## src/rtl/alarm_pkg.sv

```systemverilog
// Shared types and time arithmetic for the alarm bank.
package alarm_pkg;

    typedef enum logic [1:0] {
        IDLE   = 2'd0,
        RING   = 2'd1,
        SNOOZE = 2'd2
    } state_t;

    localparam logic [4:0] HR_MAX  = 5'd23;
    localparam logic [5:0] MIN_MAX = 6'd59;

    typedef struct packed {
        logic [4:0] hr;
        logic [5:0] min;
    } hm_t;

    // n is at most 59, so at most one hour carry can occur
    function automatic hm_t add_min(input logic [4:0] hr, input logic [5:0] min, input logic [5:0] n);
        hm_t        res;
        logic [6:0] m_sum;
        logic [5:0] h_sum;
        m_sum = {1'b0, min} + {1'b0, n};
        if (m_sum > {1'b0, MIN_MAX}) begin
            res.min = 6'(m_sum - 7'd60);
            h_sum   = {1'b0, hr} + 6'd1;
        end else begin
            res.min = m_sum[5:0];
            h_sum   = {1'b0, hr};
        end
        if (h_sum > {1'b0, HR_MAX}) begin
            res.hr = 5'(h_sum - 6'd24);
        end else begin
            res.hr = h_sum[4:0];
        end
        return res;
    endfunction

endpackage

```

## src/rtl/alarm_time_reg.sv

```systemverilog
// One alarm channel: stored hour/minute with edit carry, plus armed bit.
module alarm_time_reg
    import alarm_pkg::*;
(
    input  logic       clk,
    input  logic       rst,
    input  logic       set_mode,
    input  logic       hr_up,
    input  logic       min_up,
    input  logic       arm_tog,
    output logic [4:0] hr,
    output logic [5:0] min,
    output logic       armed
);

    logic [4:0] hr_r;
    logic [5:0] min_r;
    logic       armed_r;
    logic       carry_s;
    logic [5:0] min_next_s;
    logic [5:0] hr_sum_s;
    logic [4:0] hr_next_s;

    // Next edited time; hr_up and a minute carry may both add to the hour
    always_comb begin
        carry_s = min_up && (min_r == MIN_MAX);
        if (!min_up) begin
            min_next_s = min_r;
        end else if (carry_s) begin
            min_next_s = 6'd0;
        end else begin
            min_next_s = min_r + 6'd1;
        end
        hr_sum_s = {1'b0, hr_r} + {5'd0, hr_up} + {5'd0, carry_s};
        if (hr_sum_s > {1'b0, HR_MAX}) begin
            hr_next_s = 5'(hr_sum_s - 6'd24);
        end else begin
            hr_next_s = hr_sum_s[4:0];
        end
    end

    // Channel registers; arming is accepted even outside set mode
    always_ff @(posedge clk) begin
        if (rst) begin
            hr_r    <= 5'd0;
            min_r   <= 6'd0;
            armed_r <= 1'b0;
        end else begin
            if (set_mode) begin
                hr_r  <= hr_next_s;
                min_r <= min_next_s;
            end
            if (arm_tog) begin
                armed_r <= ~armed_r;
            end
        end
    end

    assign hr    = hr_r;
    assign min   = min_r;
    assign armed = armed_r;

endmodule

```

## src/rtl/alarm_bank.sv

```systemverilog
// Multi-channel alarm: per-second match against the timekeeper, ring/snooze/dismiss event FSM.
module alarm_bank
    import alarm_pkg::*;
#(
    parameter int  N_ALM      = 4,
    parameter int  SNOOZE_MIN = 5,
    parameter int  RING_SEC   = 60,
    parameter int  MAX_SNOOZE = 3,
    localparam int SW         = (N_ALM > 1) ? $clog2(N_ALM) : 1
) (
    input  logic             clk,
    input  logic             rst,
    input  logic             sec_tick,
    input  logic [4:0]       cur_hr,
    input  logic [5:0]       cur_min,
    input  logic [5:0]       cur_sec,
    input  logic             set_mode,
    input  logic [SW-1:0]    sel,
    input  logic             hr_up,
    input  logic             min_up,
    input  logic             arm_tog,
    input  logic             snooze,
    input  logic             dismiss,
    output logic [4:0]       sel_hr,
    output logic [5:0]       sel_min,
    output logic             sel_armed,
    output logic [N_ALM-1:0] armed_mask,
    output logic             ring,
    output logic [SW-1:0]    ring_ch
);

    localparam int         RCW   = $clog2(RING_SEC + 1);
    localparam int         SCW   = (MAX_SNOOZE > 0) ? $clog2(MAX_SNOOZE + 1) : 1;
    localparam logic [5:0] SNZ_N = 6'(SNOOZE_MIN);

    logic [4:0]       ch_hr_s    [N_ALM];
    logic [5:0]       ch_min_s   [N_ALM];
    logic [N_ALM-1:0] ch_armed_s;
    logic [N_ALM-1:0] match_vec_s;
    logic             tick_zero_s;
    logic             match_any_s;
    logic [SW-1:0]    match_idx_s;

    state_t           state_r;
    logic             ring_r;
    logic [SW-1:0]    ring_ch_r;
    logic [RCW-1:0]   ring_cnt_r;
    logic [SCW-1:0]   snz_cnt_r;
    hm_t              tgt_r;

    assign tick_zero_s = sec_tick && (cur_sec == 6'd0);

    genvar gi;
    generate
        for (gi = 0; gi < N_ALM; gi++) begin : g_ch
            alarm_time_reg u_ch (
                .clk      (clk),
                .rst      (rst),
                .set_mode (set_mode),
                .hr_up    (hr_up   && (sel == SW'(gi))),
                .min_up   (min_up  && (sel == SW'(gi))),
                .arm_tog  (arm_tog && (sel == SW'(gi))),
                .hr       (ch_hr_s[gi]),
                .min      (ch_min_s[gi]),
                .armed    (ch_armed_s[gi])
            );
            assign match_vec_s[gi] = !set_mode && tick_zero_s && ch_armed_s[gi]
                                     && (cur_hr == ch_hr_s[gi]) && (cur_min == ch_min_s[gi]);
        end
    endgenerate

    assign armed_mask = ch_armed_s;

    // Read-back of the selected channel; out-of-range selections read as zero
    always_comb begin
        if (int'(sel) < N_ALM) begin
            sel_hr    = ch_hr_s[sel];
            sel_min   = ch_min_s[sel];
            sel_armed = ch_armed_s[sel];
        end else begin
            sel_hr    = 5'd0;
            sel_min   = 6'd0;
            sel_armed = 1'b0;
        end
    end

    // Lowest matching index wins: scan downward so the last hit kept is the lowest
    always_comb begin
        match_any_s = |match_vec_s;
        match_idx_s = {SW{1'b0}};
        for (int i = N_ALM - 1; i >= 0; i--) begin
            match_idx_s = match_vec_s[i] ? SW'(i) : match_idx_s;
        end
    end

    logic disarm_s;
    logic stop_s;
    logic timeout_s;
    logic snz_req_s;
    logic snz_ok_s;
    logic tgt_hit_s;
    hm_t  snz_tgt_s;

    assign disarm_s  = arm_tog && (sel == ring_ch_r) && armed_mask[ring_ch_r];
    assign stop_s    = dismiss || disarm_s;
    assign timeout_s = sec_tick && (int'(ring_cnt_r) == RING_SEC - 1);
    assign snz_req_s = snooze || timeout_s;
    assign snz_ok_s  = int'(snz_cnt_r) < MAX_SNOOZE;
    assign snz_tgt_s = add_min(cur_hr, cur_min, SNZ_N);
    assign tgt_hit_s = tick_zero_s && (cur_hr == tgt_r.hr) && (cur_min == tgt_r.min);

    // Event FSM with registered ring outputs
    always_ff @(posedge clk) begin
        if (rst) begin
            state_r    <= IDLE;
            ring_r     <= 1'b0;
            ring_ch_r  <= {SW{1'b0}};
            ring_cnt_r <= {RCW{1'b0}};
            snz_cnt_r  <= {SCW{1'b0}};
            tgt_r      <= '0;
        end else begin
            case (state_r)
                IDLE: begin
                    if (match_any_s) begin
                        state_r    <= RING;
                        ring_r     <= 1'b1;
                        ring_ch_r  <= match_idx_s;
                        ring_cnt_r <= {RCW{1'b0}};
                        snz_cnt_r  <= {SCW{1'b0}};
                    end
                end
                RING: begin
                    if (stop_s) begin
                        state_r   <= IDLE;
                        ring_r    <= 1'b0;
                        snz_cnt_r <= {SCW{1'b0}};
                    end else if (snz_req_s && snz_ok_s) begin
                        state_r   <= SNOOZE;
                        ring_r    <= 1'b0;
                        tgt_r     <= snz_tgt_s;
                        snz_cnt_r <= snz_cnt_r + SCW'(1);
                    end else if (snz_req_s) begin
                        state_r   <= IDLE;
                        ring_r    <= 1'b0;
                        snz_cnt_r <= {SCW{1'b0}};
                    end else if (sec_tick) begin
                        ring_cnt_r <= ring_cnt_r + RCW'(1);
                    end
                end
                SNOOZE: begin
                    if (stop_s) begin
                        state_r   <= IDLE;
                        ring_r    <= 1'b0;
                        snz_cnt_r <= {SCW{1'b0}};
                    end else if (tgt_hit_s) begin
                        state_r    <= RING;
                        ring_r     <= 1'b1;
                        ring_cnt_r <= {RCW{1'b0}};
                    end
                end
                default: begin
                    state_r <= IDLE;
                    ring_r  <= 1'b0;
                end
            endcase
        end
    end

    assign ring    = ring_r;
    assign ring_ch = ring_ch_r;

endmodule

```

## config.mk

```make
export PLATFORM = sky130hd
export DESIGN_NAME = alarm_bank
export DESIGN_NICKNAME = d
export VERILOG_FILES = /design/src/rtl/alarm_pkg.sv /design/src/rtl/alarm_time_reg.sv /design/src/rtl/alarm_bank.sv
export SDC_FILE = /design/constraint.sdc
export NUM_CORES = 1
export LEC_CHECK = 0
export CAP_MARGIN = 15
export CORE_AREA = 2 2 131 133
export DETAILED_ROUTE_END_ITERATION = 16
export DIE_AREA = 0 0 133 135
export SYNTH_ARGS = -nofsm -noshare
export SYNTH_HDL_FRONTEND = slang
export SYNTH_SLANG_ARGS = --single-unit
export TNS_END_PERCENT = 1
```

## constraint.sdc

```tcl
create_clock -name clk -period 3.5 [get_ports clk]
set_input_delay 1.05 -clock clk [delete_from_list [all_inputs] [get_ports clk]]
set_output_delay 1.05 -clock clk [all_outputs]
set_load 0.05 [all_outputs]
```

=== After elaboration in Yosys (flattened, before gate mapping) ===
Cells that the tools add are included.
Widths: inputs -> output; s select.

* Output and inout port bits: 19
* Logic and storage cells: 193
* Bits in registers: 72

* Multiplexer cells: 52
* Reductions and logical operators: 53
* Bitwise logic cells: 6
* $lt $le $gt $ge: 10
* $add $sub $neg: 22
* Eq/ne operators: 31

{| class="wikitable"
|+ Operators with widths
! kind !! count
|-
| $mux 6 || 15
|-
| $logic_and 1x1->1 || 36
|-
| $mux 5 || 7
|-
| $add 6x1->6 const B || 5
|-
| $eq 6x6->1 || 5
|-
| $gt 6x5->1 const B || 5
|-
| $mux 2 || 14
|-
| $eq 5x5->1 || 5
|-
| $sub 5x5->5 const B || 5
|-
| $add 5x1->6 || 4
|-
| $add 6x1->6 || 4
|-
| $eq 6x6->1 const B || 4
|-
| $pmux 6 s3 || 1
|-
| $ne 2x2->1 const B || 8
|-
| $bmux 6 s2 || 1
|-
| $pmux 2 s3 || 2
|-
| $bmux 5 s2 || 1
|-
| $reduce_and 2->1 || 5
|-
| $mux 1 || 8
|-
| $reduce_and 8->1 || 1
|-
| $add 6x3->7 const B || 1
|-
| $gt 7x6->1 const B || 1
|-
| $add 5x1->6 const B || 1
|-
| $eq 2x2->1 const B || 3
|-
| 22 further kinds || 32
|}

=== Depth between registers and ports, before layout ===
* Word-level depth: 10
* Mapped depth: 11
* Gate-level depth less buffers: 10

=== Hierarchy ===
A second synthesis with hierarchy kept.

* Cell total of the unflattened synthesis: 603
* Area, all modules: 5197.5 um^2

{| class="wikitable"
|+ By module, submodules not included
! module !! sequential area each (um^2) !! area each (um^2) !! cells an instance !! instances
|-
| alarm_bank || 480.5 || 2660.1 || 303 || 1
|-
| alarm_time_reg || 240.2 || 634.4 || 75 || 4
|}

=== Worst setup path after synthesis ===
OpenSTA, ideal clock, no wires.

* Kind: input-to-output
* Start point: input sel[0]
* End point: output sel_min[2]
* Data arrival time: 2588 ps
* Required time: 2450 ps
* Buffers on the path: 2
* Stages: 3
* Slack: -138 ps
* Cell sequence: buf_1 clkbuf_1 mux4_2

* Word-level cells in the longest chain between the ends: 4

{| class="wikitable"
|+ RTL lines
! item !! RTL line !! RTL
|-
| from (decl) || alarm_bank.sv:18 || <nowiki>input logic [SW-1:0] sel,</nowiki>
|-
| $not 2->3 (implied by the code) || alarm_bank.sv:78 || <nowiki>sel_min = ch_min_s[sel];</nowiki>
|-
| $bmux 6 s2 || alarm_bank.sv:78 ||
|-
| $mux 6 (implied by the code) (2 in a row) || alarm_bank.sv:78 ||
|-
| to (decl) || alarm_bank.sv:25 || <nowiki>output logic [5:0] sel_min,</nowiki>
|}

Every way passes these cells. The select of a mux whose other input is x is not followed.

=== Worst setup path in the final report ===
* Start point: input sel[0]
* End point: output sel_hr[2]

* Word-level cells in the longest chain between the ends: 4

{| class="wikitable"
|+ RTL lines
! item !! RTL line !! RTL
|-
| $not 2->3 (implied by the code) || alarm_bank.sv:77 || <nowiki>sel_hr = ch_hr_s[sel];</nowiki>
|-
| $bmux 5 s2 || alarm_bank.sv:77 ||
|-
| $mux 5 (implied by the code) (2 in a row) || alarm_bank.sv:77 ||
|-
| to (decl) || alarm_bank.sv:24 || <nowiki>output logic [4:0] sel_hr,</nowiki>
|}

Every way passes these cells. The select of a mux whose other input is x is not followed.

==> impl_metrics.py <==
metrics = {
    "die": {
        "dieHeight_um": 135,
        "floorplan.initialDensity_pct": 29.6,
        "dieArea_mm2": 0.0180,
        "num_rows": 47,
        "pin_count": 47,
        "die_w_um": 133,
        "core_area_mm2": 0.0164,
    },
    "finish": {
        "fin_nets": 695,
        "multiInputGateArea_mm2": 0.00321,
        "final-seq-area_mm2": 0.00144,
        "num-fill-cells": 1593,
        "diodes": 0,
        "fin_cells": 873,
        "drive_gt1_share_pct": 19.1,
        "syn2layout_area_growth_pct": 30.2,
    },
    "sta": {
        "setup_ws_ns": 0.147,
        "setup_viol": 0,
        "setup_tns_ns": 0,
        "period_needed_ns": 3.35,
        "skew_ns": 0.0109,
        "fin_hold_ws_ns": 0.484,
        "rsz0062_at_grt": "no",
        "finalMaxSlewViolations": 0,
        "timing.final.crit_share_pct": 95.8,
        "worstMarginPinSlew_ns": 0.607,
        "finalHoldViolCount": 0,
        "slew_headroom_pct": 59.5,
        "max_freq_mhz": 298,
    },
    "clock_network": {
        "cts_tree": "built",
        "clkSinkCount": 72,
        "cts_buffers": 9,
        "cts_hold_buf": 0,
        "clock-root-buffer": "clkbuf_16",
        "clkTransAtPathRegs_ns": 0.06,
        "clk_latency_ns": 0.34,
        "cts_buffer_depth": 2,
        "htree_levels": 3,
    },
    "worst_setup_path": {
        "crit_slowest_cell": "mux4_2",
        "slowest_delay_ns": 0.52,
        "cp-end-kind": "output pin",
        "crit_fanout": 11,
        "cp-start-kind": "input pin",
        "critical_path_class": "in2out",
        "crit_chain": "dlygate4sd2_1 -> buf_12 -> mux4_2 -> buf_4",
        "required_ns": 2.45,
        "worst_ep_arrival_time_ns": 2.30,
    },
    "logic_synthesis": {
        "synth_top_area_cell": "dfxtp_1",
        "synth_area_leaders": "dfxtp_1, xnor2_1, mux4_2",
        "synth-main-ff-cell": "dfxtp_1",
        "synth_area_mm2": 0.00485,
        "async_flop_share_pct": 0,
        "yosysTopAreaCellShare_pct": 29.7,
        "synth_nets": 603,
        "ys_ff_latch": 72,
        "yosysSeqAreaShare_pct": 29.7,
        "synth.avg_cell_area_um2": 8.72,
        "synth_common_cells": "dfxtp_1, nor2_1, xnor2_1",
        "synth.most_common_cell": "dfxtp_1",
        "yosys.cell_types.count": 64,
        "ys_warn_count": 0,
        "syn_inst": 556,
        "synth-edff-count": 0,
    },
    "detailed_routing": {
        "ant_nets": 0,
        "via_per_inst": 5.20,
        "post-route-drc-count": 0,
        "drt_iter0_drc": 300,
        "wl_mm": 14.1,
        "drtPass1Iterations": 5,
        "vias": 4540,
        "wire_per_inst_um": 16.2,
    },
    "power": {
        "leakage_nw": 2.33,
        "peakVddDrop_mv": 0.221,
        "finalPower_mw": 2.11,
        "power_density_mw_per_mm2": 334,
    },
    "global_routing": {
        "gr-total-overflow": 0,
        "grt_pass1_vias": 4620,
        "antenna_found_initial": 0,
        "grt_usage_pct": 16.3,
        "grt_max_degree": 35,
        "grt_pass1_wl_mm": 23.2,
    },
    "placement": {
        "place_ws_ns": -0.113,
        "dp_cells": 856,
        "port_buffers": 46,
        "gp_congestion": 0.940,
        "dp_hpwl_mm": 10.5,
    },
    "outcome": {
        "status": "complete, no violations",
    },
    "flow_run": {
        "cap_violations": 0,
    },
    "worst_hold_path": {
        "hold_path_class": "reg2reg",
    },
}
[cells in the final DEF, fill, tap and decap left out, types with 12 or more instances in the layout]
cell type,synthesis,layout
mux4_2,12,12
ha_1,15,15
dfxtp_1,72,72
o21ai_0,19,19
buf_4,6,70
nand2_1,46,46
a21oi_1,27,27
xnor2_1,65,65
nand4_1,25,25
xor2_1,20,20
nor3_1,12,12
clkdlybuf4s50_1,0,31
nor2_1,70,70
[sequential cells by signal, indices dropped and copies added, names as in the netlist]
signal and flops:
g_ch.u_ch.armed 4, g_ch.u_ch.hr 20, g_ch.u_ch.min 24, ring 1, ring_ch 2, ring_cnt_r 6, snz_cnt_r 2, state_r 2
tgt_r 11
[layout make-up]
cell class              count  area share, %
repair buffers            113           16.6
multi-input cells         444           50.8
inverters                   8          0.476
clock inverters             4          0.832
flip-flops and latches     72           22.8
clock buffers              12           4.06
well taps                 220           4.36
[layer usage]
metal  track usage (%)  part of all wire (%)  vias up
met2              28.6                    49      126
met5                 0                     0        -
met1              20.0                    44     2214
met4              6.75                   2.4        0
met3              2.74                   4.3       24
li1                  -                     -     2176
[worst max-delay path, delay by kind of cell]
kind                   cells  cell delay [ns]
buffers and inverters      3             0.73
multiplexers               1             0.52
[final timing paths]
| check | startpoint | depth (start not counted) | slack [ns] | end |
|---|---|---|---|---|
| setup / recovery | sel[0] | 4 | 0.15 | sel_hr[2] |
| hold / removal | ring | 2 | 0.48 | ring |
| setup reg to reg | g_ch[0].u_ch.min[0] | 11 | 1.06 | g_ch[0].u_ch.hr[3] |
| hold reg to reg | ring | 2 | 0.48 | ring |
[cells by family after synthesis]
kind of cell	share of synthesized area, %
AO/OA/AOI/OAI	13.3
adder cells (fa/ha/maj)	5.52
multiplexers	8.38
flip-flops	29.7
buffers and inverters	4.26
XOR/XNOR	16.0
AND/OR/NAND/NOR	22.8
[per-stage QoR]
stage	utilization (%)	area [um2]
after floorplan	-	4850
after global placement	36.4	5980
after detailed placement	36.4	5980
after CTS	38.5	6310
after global routing	38.5	6310
final	38.5	6310
[what timing repair did]
action                                  in CTS  in global routing
resized for setup                            2                  0
setup buffers                                0                  0
endpoints found under the setup margin      11                  0
[power breakdown]
group / internal [mW] / switching [mW] / total, mW
Sequential: 0.826 / 0.0132 / 0.839
Clock: 0.591 / 0.366 / 0.957
Combinational: 0.151 / 0.158 / 0.309
(Power assumes the default switching activity.)
==> RTL edit 1: new RTL, config.mk and constraints unchanged <==
`RING_SEC`: 60 -> 120.
--- a/src/rtl/alarm_bank.sv
+++ b/src/rtl/alarm_bank.sv
@@ -4,7 +4,7 @@
 #(
     parameter int  N_ALM      = 4,
     parameter int  SNOOZE_MIN = 5,
-    parameter int  RING_SEC   = 60,
+    parameter int  RING_SEC   = 120,
     parameter int  MAX_SNOOZE = 3,
     localparam int SW         = (N_ALM > 1) ? $clog2(N_ALM) : 1
 ) (
Check against the original RTL: no difference found for any inputs over 4 cycles, from zero or initial values and one cycle with rst high; that may be too few to reach the edited logic, so the function may still have changed.
==> RTL edit 1 against the unedited design <==
  * Synthesized area increased by 6.3%
  * Clock skew decreased by 5.3 ps
  * Power increased by 3.5%
  * Count of clock-buffer cells in the layout up 2
  * Sequential cell count grew 1
  * Cell area increased by 3.5%
  * Worst setup slack got worse by 130 ps
  * Largest power group unchanged
  * Wire length increased by 9.8%
  * Clock power grew 6%
  * Maximum frequency is 3.7% lower
==> RTL edit 1: results (changes against the unedited design) <==
INFO  yosys          synth_xor_area_frac=0.151 [-0.00904]
INFO  final_layout   num-nets-final=729 [+4.9%]
INFO  yosys          post_synth.cell_area_avg=8.55um2 [-2.0%]
INFO  drt            drt_wl_total=15.5mm [+9.8%]
INFO  worst_setup_path worst-r2r-setup-slack=1030ps [-30 ps]
INFO  worst_setup_path worstSetupEndpoint=sel_min[5]
INFO  place          place.gp.congestion=0.849 [-9.7%]
INFO  global_route   vias_in_the_first_global_route=4959 [+7.3%]
INFO  drt            num_vias=4860 [+7.0%]
INFO  sta            max_freq=287MHz [-3.7%]
INFO  hold_path      timing.hold.worst.start=tgt_r[5]$_SDFFE_PP0P_
INFO  final_layout   drive_gt1_frac=0.157 [-0.0342]
INFO  global_route   grt.total_usage=0.178 [+0.0144]
INFO  worst_setup_path worst_ep_arrival_time=2430ps [+130 ps]
INFO  place          post-place-ws=-81.2ps [+31.8 ps]
INFO  pwr            clock_power_share=0.463 [+0.008]
INFO  worst_setup_path critical_path_peak_fanout=15 [+4]
INFO  sta            max-slew-margin-rel=0.568 [-0.0272]
INFO  worst_setup_path r2r_start=g_ch[2].u_ch.min[0]$_SDFFE_PP0P_
INFO  drt            average_routed_wire_per_standard_cell=17.1um [+5.7%]
INFO  sta            finalHoldWorstSlack=474ps [-10.7 ps]
INFO  worst_setup_path rr_worst_depth=12 [+1]
INFO  global_route   grt_start_max_net_pins=31 [-11%]
INFO  sta            finClkSkew=5.57ps [-5.33 ps]
INFO  yosys          synth_adder_area_share=0.0519 [-0.00328]
INFO  outcome        status=complete, no violations
INFO  yosys          post_synth_num_cell_types=67 [+4.7%]
INFO  pwr            internal_power=1.65mW [+5.2%]
INFO  pwr            power-per-cell-area=333nW/um2 [about the same]
INFO  place          place_hpwl=11.8mm [+12%]
## RTL edit 1: changes by cell type after synthesis, moves of 5 or more
cell / unedited run / this run
nand2_1: 46 / 41
a31oi_1: 6 / 1
nor3_1: 12 / 17
clkbuf_1: 12 / 19
a211oi_1: 8 / 14
xnor2_1: 65 / 57
xor2_1: 20 / 32
nand4_1: 25 / 33
## RTL edit 1: area by class of cell
class,instances,area [um2]
clock buffers,14,264
flip-flops and latches,73,1460
clock inverters,2,60.1
multi-input cells,483,3490
well taps,220,275
fillers,1619,9870
repair buffers,105,953
inverters,10,37.5
## RTL edit 1: metal layers
layer  global-route usage  up-vias  share of wire
li1                     -     2343              -
met1                0.200     2355           0.41
met2                0.328      128           0.52
met3               0.0338       34          0.044
met4               0.0771        0          0.029
met5                    0        -              0
## RTL edit 1: repair_timing
action | in CTS | in global routing
pin swaps | 0 | 0
gates cloned | 1 | 0
endpoints found under the hold margin | 0 | 0
endpoints found under the setup margin | 9 | 4
resized for setup | 2 | 2
==> RTL edit 2: new RTL, config.mk and constraints unchanged <==
Made on the original files. Re-encode `state_t` (3 states) as one-hot, 3 bits wide.
--- a/src/rtl/alarm_pkg.sv
+++ b/src/rtl/alarm_pkg.sv
@@ -1,10 +1,10 @@
 // Shared types and time arithmetic for the alarm bank.
 package alarm_pkg;
 
-    typedef enum logic [1:0] {
-        IDLE   = 2'd0,
-        RING   = 2'd1,
-        SNOOZE = 2'd2
+    typedef enum logic [2:0] {
+        IDLE   = 3'b001,
+        RING   = 3'b010,
+        SNOOZE = 3'b100
     } state_t;
 
     localparam logic [4:0] HR_MAX  = 5'd23;
Function: same outputs for any inputs over 4 cycles, from zero or initial values and one cycle with rst high; so few cycles prove little.
==> RTL edit 2 against the unedited design <==
  * Synthesized cell count is 3.8% higher
  * Sequential cell count rose by 1
  * Power rose by 1.0%
  * Cell area is 1.0% higher
  * Wire length barely moved
  * Sequential share of layout area grew 0.086 points
  * Global-route usage shrank 0.30 points
  * Worst setup slack better by 51 ps
  * Critical endpoint is now sel_min[2]
  * Synthesized area up 1.5%
  * First-iteration DRC count rose by 8.0%
  * Clock skew down 4.6 ps
  * Cell count is 2.3% higher
==> RTL edit 2: results (changes against the unedited design) <==
INFO  place          place_hpwl=10.3mm [-2.5%]
INFO  outcome        status=complete, no violations
INFO  final_layout   layout.cells.non_filler=893 [+2.3%]
INFO  yosys          synth_cells=577 [+3.8%]
INFO  drt            drt_pass1_iterations=6 [+1]
INFO  yosys          post_synth_num_cell_types=53 [-17%]
INFO  yosys          syn_nets=624 [+3.5%]
INFO  final_layout   drive_gt1_frac=0.169 [-0.0220]
INFO  drt            initialDrtViolationCount=324 [+8.0%]
INFO  drt            num_vias=4465 [-1.7%]
INFO  global_route   groute.layer.met3.usage=0.0424 [+0.0150]
INFO  hold_path      timing.hold.worst.start=tgt_r[5]$_SDFFE_PP0P_
INFO  sta            finClkSkew=6.34ps [-4.55 ps]
INFO  worst_setup_path worstSetupEndpoint=sel_min[2]
INFO  worst_setup_path worst-r2r-setup-slack=1160ps [+100 ps]
INFO  pwr            internal_power=1.59mW [+1.7%]
INFO  sta            worst_slew_pin_slew=598ps [-8.76 ps]
INFO  global_route   grt.total_usage=0.160 [-0.00302]
INFO  yosys          netlist_top_cells_area=dfxtp_1 30%, xnor2_1 11%, nor2_1 6.5%
INFO  yosys          synth_seq_area_share=0.297 [-0.000315]
INFO  pwr            share_comb_of_total_power=0.142 [-0.005]
INFO  pwr            switching_share=0.251 [-0.00490]
INFO  drt            dr_wl_met3=872um [+43%]
INFO  pwr            share_seq_of_total_power=0.401 [+0.002]
INFO  yosys          synth_common_cells=85 x nor2_1, 73 x dfxtp_1, 61 x xnor2_1, 38 x nand2_1, 32 x xor2_1
INFO  global_route   use_met2=0.263 [-0.0222]
INFO  place          post-place-ws=-63.3ps [+49.7 ps]
INFO  global_route   grt_start_max_net_pins=45 [+29%]
INFO  global_route   grt_pass1_wl=22.4mm [-3.4%]
INFO  sta            finalHoldWorstSlack=462ps [-22.7 ps]
INFO  final_layout   num-nets-final=715 [+2.9%]
INFO  place          place.gp.congestion=0.916 [-2.5%]
==> RTL edit 2: cell count changes in the layout (fill, tap and decap cells not counted), sizes merged, moves of 4 or more <==
cell	change
o21ai	-4
xor2	+13
nand3	+12
nand2	-8
nand2b	+5
a21oi	-8
a311oi	+5
nor2	+15
xnor2	-6
==> RTL edit 2: cell families (layout without fill, tap and decap cells) <==
| kind of cell | after synthesis | count (layout) | share of synthesized area |
|---|---|---|---|
| fa+ha+maj | 19 | 19 | 0.0544 |
| flops | 73 | 73 | 0.297 |
| buf+inv | 42 | 138 | 0.0430 |
| mux | 25 | 25 | 0.0813 |
| xor+xnor | 94 | 94 | 0.169 |
| compound gates | 80 | 80 | 0.110 |
| simple gates | 244 | 244 | 0.245 |
==> RTL edit 2: worst min path at each step <==
stage                                           end  cells past startpoint
final                         tgt_r[5]$_SDFFE_PP0P_                      2
after global routing              ring$_SDFFE_PP0P_                      2
after CTS                     tgt_r[5]$_SDFFE_PP0P_                      2
after detailed placement      tgt_r[5]$_SDFFE_PP0P_                      2
after global placement        tgt_r[5]$_SDFFE_PP0P_                      2
after floorplan           snz_cnt_r[0]$_SDFFE_PP0P_                      1
==> RTL edit 2: layout make-up <==
cell class	count	area [um2]
timing repair buffer	115	1060
sequential	73	1460
clock buffer	14	274
multi-input combinational	462	3250
inverter	7	26.3
clock inverter	2	35.0
tap	220	275
fill	1670	10000
==> RTL edit 2: timing repair <==
action / 4_1_cts / 5_1_grt
pin swaps: 0 / 0
setup buffers: 6 / 0
endpoints found under the setup margin: 11 / 6
cloned: 1 / 1
resized for setup: 3 / 1
==> RTL edit 2: worst min-delay path: cells and delay by family (launching register included) <==
family / cells / cell delay (ps)
compound gates: 1 / 50
simple gates: 1 / 50
flops: 1 / 310
